`src/rtl/turn_signal_decoder.sv`:
```
// rtl/turn_signal_decoder.sv - receive-side monitor for the 6-lamp tail-light bus
// Decodes left/right lamp sequences, pulses on completion, flags illegal or stalled patterns.

module turn_signal_decoder #(
  parameter int MAX_HOLD = 4,
  parameter int ERR_CW   = 8
) (
  input  logic              clk,
  input  logic              rst_n,
  input  logic              clk_en,
  input  logic [5:0]        leds,
  output logic [1:0]        mode,
  output logic [1:0]        phase,
  output logic              left_done,
  output logic              right_done,
  output logic              seq_err,
  output logic [ERR_CW-1:0] err_cnt
);

  localparam int HOLD_W = (MAX_HOLD < 1) ? 1 : $clog2(MAX_HOLD + 1);

  localparam logic [5:0] PAT_IDLE = 6'h00;
  localparam logic [5:0] PAT_L1   = 6'h08;
  localparam logic [5:0] PAT_L2   = 6'h18;
  localparam logic [5:0] PAT_L3   = 6'h38;
  localparam logic [5:0] PAT_R1   = 6'h04;
  localparam logic [5:0] PAT_R2   = 6'h06;
  localparam logic [5:0] PAT_R3   = 6'h07;

  typedef enum logic [2:0] {
    IDLE = 3'd0,
    L1   = 3'd1,
    L2   = 3'd2,
    L3   = 3'd3,
    R1   = 3'd4,
    R2   = 3'd5,
    R3   = 3'd6
  } state_t;

  state_t              state_q, state_d;
  logic [HOLD_W-1:0]   hold_cnt_q, hold_cnt_d;
  logic [1:0]          mode_q, mode_d;
  logic [1:0]          phase_q, phase_d;
  logic                left_done_q, left_done_d;
  logic                right_done_q, right_done_d;
  logic                seq_err_q, seq_err_d;
  logic [ERR_CW-1:0]   err_cnt_q, err_cnt_d;

  logic [5:0]          cur_pat;
  logic                err;

  function automatic logic [5:0] pattern_of(input state_t s);
    case (s)
      L1:      pattern_of = PAT_L1;
      L2:      pattern_of = PAT_L2;
      L3:      pattern_of = PAT_L3;
      R1:      pattern_of = PAT_R1;
      R2:      pattern_of = PAT_R2;
      R3:      pattern_of = PAT_R3;
      default: pattern_of = PAT_IDLE;
    endcase
  endfunction

  function automatic logic [1:0] mode_of(input state_t s);
    case (s)
      L1, L2, L3: mode_of = 2'b01;
      R1, R2, R3: mode_of = 2'b10;
      default:    mode_of = 2'b00;
    endcase
  endfunction

  function automatic logic [1:0] phase_of(input state_t s);
    case (s)
      L1, R1:  phase_of = 2'd1;
      L2, R2:  phase_of = 2'd2;
      L3, R3:  phase_of = 2'd3;
      default: phase_of = 2'd0;
    endcase
  endfunction

  always_comb begin
    state_d      = state_q;
    hold_cnt_d   = hold_cnt_q;
    left_done_d  = 1'b0;
    right_done_d = 1'b0;
    seq_err_d    = 1'b0;
    err_cnt_d    = err_cnt_q;
    err          = 1'b0;
    cur_pat      = pattern_of(state_q);

    if (clk_en) begin
      if (state_q != IDLE && leds == cur_pat) begin
        // Repeat of the current lamp pattern: legal until the hold budget is spent.
        if (hold_cnt_q == HOLD_W'(MAX_HOLD)) begin
          err = 1'b1;
        end else begin
          hold_cnt_d = hold_cnt_q + HOLD_W'(1);
        end
      end else begin
        case (state_q)
          IDLE: begin
            if (leds == PAT_L1) begin
              state_d    = L1;
              hold_cnt_d = '0;
            end else if (leds == PAT_R1) begin
              state_d    = R1;
              hold_cnt_d = '0;
            end else if (leds != PAT_IDLE) begin
              err = 1'b1;
            end
          end
          L1, R1, L2, R2: begin
            if (leds == PAT_IDLE) begin
              state_d    = IDLE;
              hold_cnt_d = '0;
            end else if (state_q == L1 && leds == PAT_L2) begin
              state_d    = L2;
              hold_cnt_d = '0;
            end else if (state_q == L2 && leds == PAT_L3) begin
              state_d    = L3;
              hold_cnt_d = '0;
            end else if (state_q == R1 && leds == PAT_R2) begin
              state_d    = R2;
              hold_cnt_d = '0;
            end else if (state_q == R2 && leds == PAT_R3) begin
              state_d    = R3;
              hold_cnt_d = '0;
            end else begin
              err = 1'b1;
            end
          end
          L3, R3: begin
            if (leds == PAT_IDLE) begin
              state_d      = IDLE;
              hold_cnt_d   = '0;
              left_done_d  = (state_q == L3);
              right_done_d = (state_q == R3);
            end else begin
              err = 1'b1;
            end
          end
          default: begin
            err = 1'b1;
          end
        endcase
      end

      // An erroring sample always lands in IDLE; it never starts a new sequence.
      if (err) begin
        state_d      = IDLE;
        hold_cnt_d   = '0;
        seq_err_d    = 1'b1;
        left_done_d  = 1'b0;
        right_done_d = 1'b0;
        if (err_cnt_q != '1) begin
          err_cnt_d = err_cnt_q + ERR_CW'(1);
        end
      end
    end

    mode_d  = mode_of(state_d);
    phase_d = phase_of(state_d);
  end

  always_ff @(posedge clk or negedge rst_n) begin
    if (!rst_n) begin
      state_q      <= IDLE;
      hold_cnt_q   <= '0;
      mode_q       <= 2'b00;
      phase_q      <= 2'd0;
      left_done_q  <= 1'b0;
      right_done_q <= 1'b0;
      seq_err_q    <= 1'b0;
      err_cnt_q    <= '0;
    end else begin
      state_q      <= state_d;
      hold_cnt_q   <= hold_cnt_d;
      mode_q       <= mode_d;
      phase_q      <= phase_d;
      left_done_q  <= left_done_d;
      right_done_q <= right_done_d;
      seq_err_q    <= seq_err_d;
      err_cnt_q    <= err_cnt_d;
    end
  end

  assign mode       = mode_q;
  assign phase      = phase_q;
  assign left_done  = left_done_q;
  assign right_done = right_done_q;
  assign seq_err    = seq_err_q;
  assign err_cnt    = err_cnt_q;

endmodule

```
`config.mk`:
```
export PLATFORM = sky130hd
export DESIGN_NAME = turn_signal_decoder
export DESIGN_NICKNAME = d
export VERILOG_FILES = /design/src/rtl/turn_signal_decoder.sv
export SDC_FILE = /design/constraint.sdc
export NUM_CORES = 1
export LEC_CHECK = 0
export CORE_ASPECT_RATIO = 1.4
export CORE_UTILIZATION = 50
export DETAILED_ROUTE_END_ITERATION = 7
export PLACE_DENSITY_LB_ADDON = 0.12
export SKIP_LAST_GASP = 1
export SLEW_MARGIN = 10
export SYNTH_ARGS = -nofsm -noshare
export SYNTH_HDL_FRONTEND = slang
export SYNTH_SLANG_ARGS = --single-unit
```
`constraint.sdc`:
```
create_clock -name clk -period 2.99 [get_ports clk]
set_input_delay 0.7475 -clock clk [delete_from_list [all_inputs] [get_ports clk]]
set_output_delay 0.7475 -clock clk [all_outputs]
set_load 0.03 [all_outputs]
```
==> results_dict.tcl, run 1 <==
set metrics [dict create \
    drc_errors 0 \
    maxSlewViolCount 0 \
    port_buffers 23 \
    vias 1448 \
    cts.sink_count 21 \
    fin_crit_sh_pct 93.82 \
    diodes 0 \
    dr.pass1.iters 4 \
    outcome "complete, no violations" \
    p_total_uw 942.4 \
    setup_viol 0 \
    cp_max_fo 10 \
    wl_per_cell_um 14.75 \
    track_usage_pct 26.03 \
    grt_pass1_wl_um 6506 \
    initialDrtViolationCount 46 \
    cp-end-kind "register" \
    antenna_found_initial 0 \
    core-area_um2 2878 \
    netlist_top_cells_count "21 x dfrtp_1, 12 x nand2_1, 12 x nor2_1" \
    whs_ns 0.5062 \
    synth.most_common_cell "dfrtp_1" \
    fmax_ghz 0.3565 \
    synth-seq-area-share_pct 34.43 \
    die_w_um 48.70 \
    rows 23 \
    cts_made_buffers 3 \
    hold_path.class "register to register" \
    worst_slew_pin_slew_ns 0.6179 \
    path_clk_slew_ns 0.07 \
    cp-start-kind "input port" \
    grt_pass1_vias 1498 \
    hpwl_um 3101 \
    synth_seq_cells 21 \
    start_util_pct 53.04 \
    cts_tree "yes" \
    critPathRequiredTime_ns 3.13 \
    area_growth_pct 34.43 \
    placed_area_um2 1988 \
    synthArstFlopShare_pct 100.0 \
    die_h_um 67.38 \
    synth_edf_count 0 \
    cts_setup_buffers 0 \
    crit_arrival_ns 2.95 \
    htree_levels 1 \
    p_per_area_nw_per_um2 459.3 \
    dieArea_um2 3281 \
    cts-root-buf "clkbuf_8" \
    maxUsedRoutingLayer "met4" \
    synth_top_area_share_pct 34.43 \
    period_minus_slack_ns 2.805 \
    fin_setup_tns_ns 0 \
    synth_area_leaders "dfrtp_1 34%, xnor2_1 3.4%, nand2_1 3.0%" \
    syn_area_per_cell_um2 9.086 \
    synthCells 168 \
    wl_met1_um 1344 \
    vias_per_cell 5.701 \
    criticalPathCategory "input port to register" \
    synth_cell_type_count 56 \
    fin_skew_ns 0.003145 \
    wl_um 3747 \
    grt.overflow.total 0 \
    stdcell_area_um2 2052 \
    antenna_left 0 \
    rsz0062_at_grt "false" \
    grt_max_degree 22 \
    ys_warn_count 0 \
    wl_met3_um 98 \
    wl_met2_um 2186 \
    synth_area_um2 1526 \
    hold_viol 0 \
    ys.flop_type "dfrtp_1" \
    peakVddDrop_v 0.0003901 \
    drive_above_1_share_pct 23.50 \
    ctsLongestPathBuffers 2 \
    place_congestion 0.8939 \
    final_nets 230 \
    slew_headroom_pct 58.81 \
    p_leak_uw 0.0009222 \
    syn_nets 180 \
    io_pins 24 \
    hold_buffers 0 \
    max-cap-violations 0 \
    clock_latency_ns 0.26 \
    synth_top_area_cell "dfrtp_1" \
    cts_resized 0 \
]
power by group:
group,internal (uW),switching [uW]
Sequential,330,56.6
Clock,94.9,85.4
Combinational,177,198
Total,602,340
cell usage in the layout (no fill, tap or decap), types with 3 or more instances in the layout:
master	count
buf_4	32
dfrtp_1	21
clkdlybuf4s50_1	19
nand2_1	12
nor2_1	12
nand3_1	8
inv_1	7
nor3_1	7
a31oi_1	6
and3_1	6
xnor2_1	6
o21a_1	4
nand4_1	4
dlymetal6s2s_1	4
nor2b_1	3
a21oi_1	3
o21ai_0	3
and2_1	3
ha_1	3
clkbuf_8	3
metal layers:
metal / vias up / global-route usage (%)
met5: - / 0
li1: 721 / -
met2: 41 / 53.82
met1: 675 / 25.17
met3: 11 / 1.577
met4: 0 / 15.07
stage by stage:
step                      worst slack (ns)  std cells  utilization, %
after floorplan                     0.1824        168               -
after global placement             -0.1838        250           69.09
after detailed placement           -0.2266        250           69.09
after CTS                          0.05052        254           70.65
after global routing              0.009878        254           71.30
final                               0.1849        254           71.30
critical path, stage by stage:
cell	delay, ns
clkdlybuf4s50_1	0.51
buf_4	0.18
mux2i_1	0.19
o31ai_1	0.10
a311oi_1	0.30
o211a_2	0.33
o221a_4	0.20
nor2_2	0.04
a221o_1	0.34
cell families after synthesis:
family                   synth area share, %
XOR/XNOR                               4.016
buffers and inverters                  5.328
flip-flops                             34.43
AO/OA/AOI/OAI                          22.54
multiplexers                           2.787
AND/OR/NAND/NOR                        28.44
adder cells (fa/ha/maj)                2.459
layout make-up:
cell class                      instances  area [um^2]
Clock buffer                            4        45.04
Fill cell                             225        825.8
Inverter                                7        26.28
Multi-Input combinational cell        130        928.4
Sequential cell                        21        525.5
Tap cell                               37        46.29
Timing Repair Buffer                   55        480.5
final timing paths:
| path | from | slack (ns) | endpoint | cells past startpoint |
|---|---|---|---|---|
| worst min-delay path | err_cnt[4]$_DFFE_PN0P_ | 0.51 | err_cnt[4]$_DFFE_PN0P_ | 1 |
| worst max register to register | state_q[0]$_DFF_PN0_ | 0.40 | hold_cnt_q[2]$_DFFE_PN0P_ | 8 |
| min in group asynchronous | rst_n | 0.83 | err_cnt[4]$_DFFE_PN0P_ | 2 |
| worst max-delay path | leds[3] | 0.18 | hold_cnt_q[2]$_DFFE_PN0P_ | 9 |
| worst min register to register | err_cnt[4]$_DFFE_PN0P_ | 0.51 | err_cnt[4]$_DFFE_PN0P_ | 1 |
| max in group asynchronous | rst_n | 1.96 | err_cnt[2]$_DFFE_PN0P_ | 2 |
sequential cells by signal, summed over array words and instances (netlist names):
| register | cells |
|---|---|
| mode | 2 |
| hold_cnt_q | 3 |
| left_done | 1 |
| phase | 2 |
| right_done | 1 |
| seq_err | 1 |
| state_q | 3 |
| err_cnt | 8 |
Power figures use the tool's default switching activity.
==> inputs of run 2 (changes only) <==
Settings changed: SLEW_MARGIN 10 to 30, TNS_END_PERCENT set to 30.
==> results of run 2 <==
The final DEF is identical to that of run 1; final timing and power are the same.
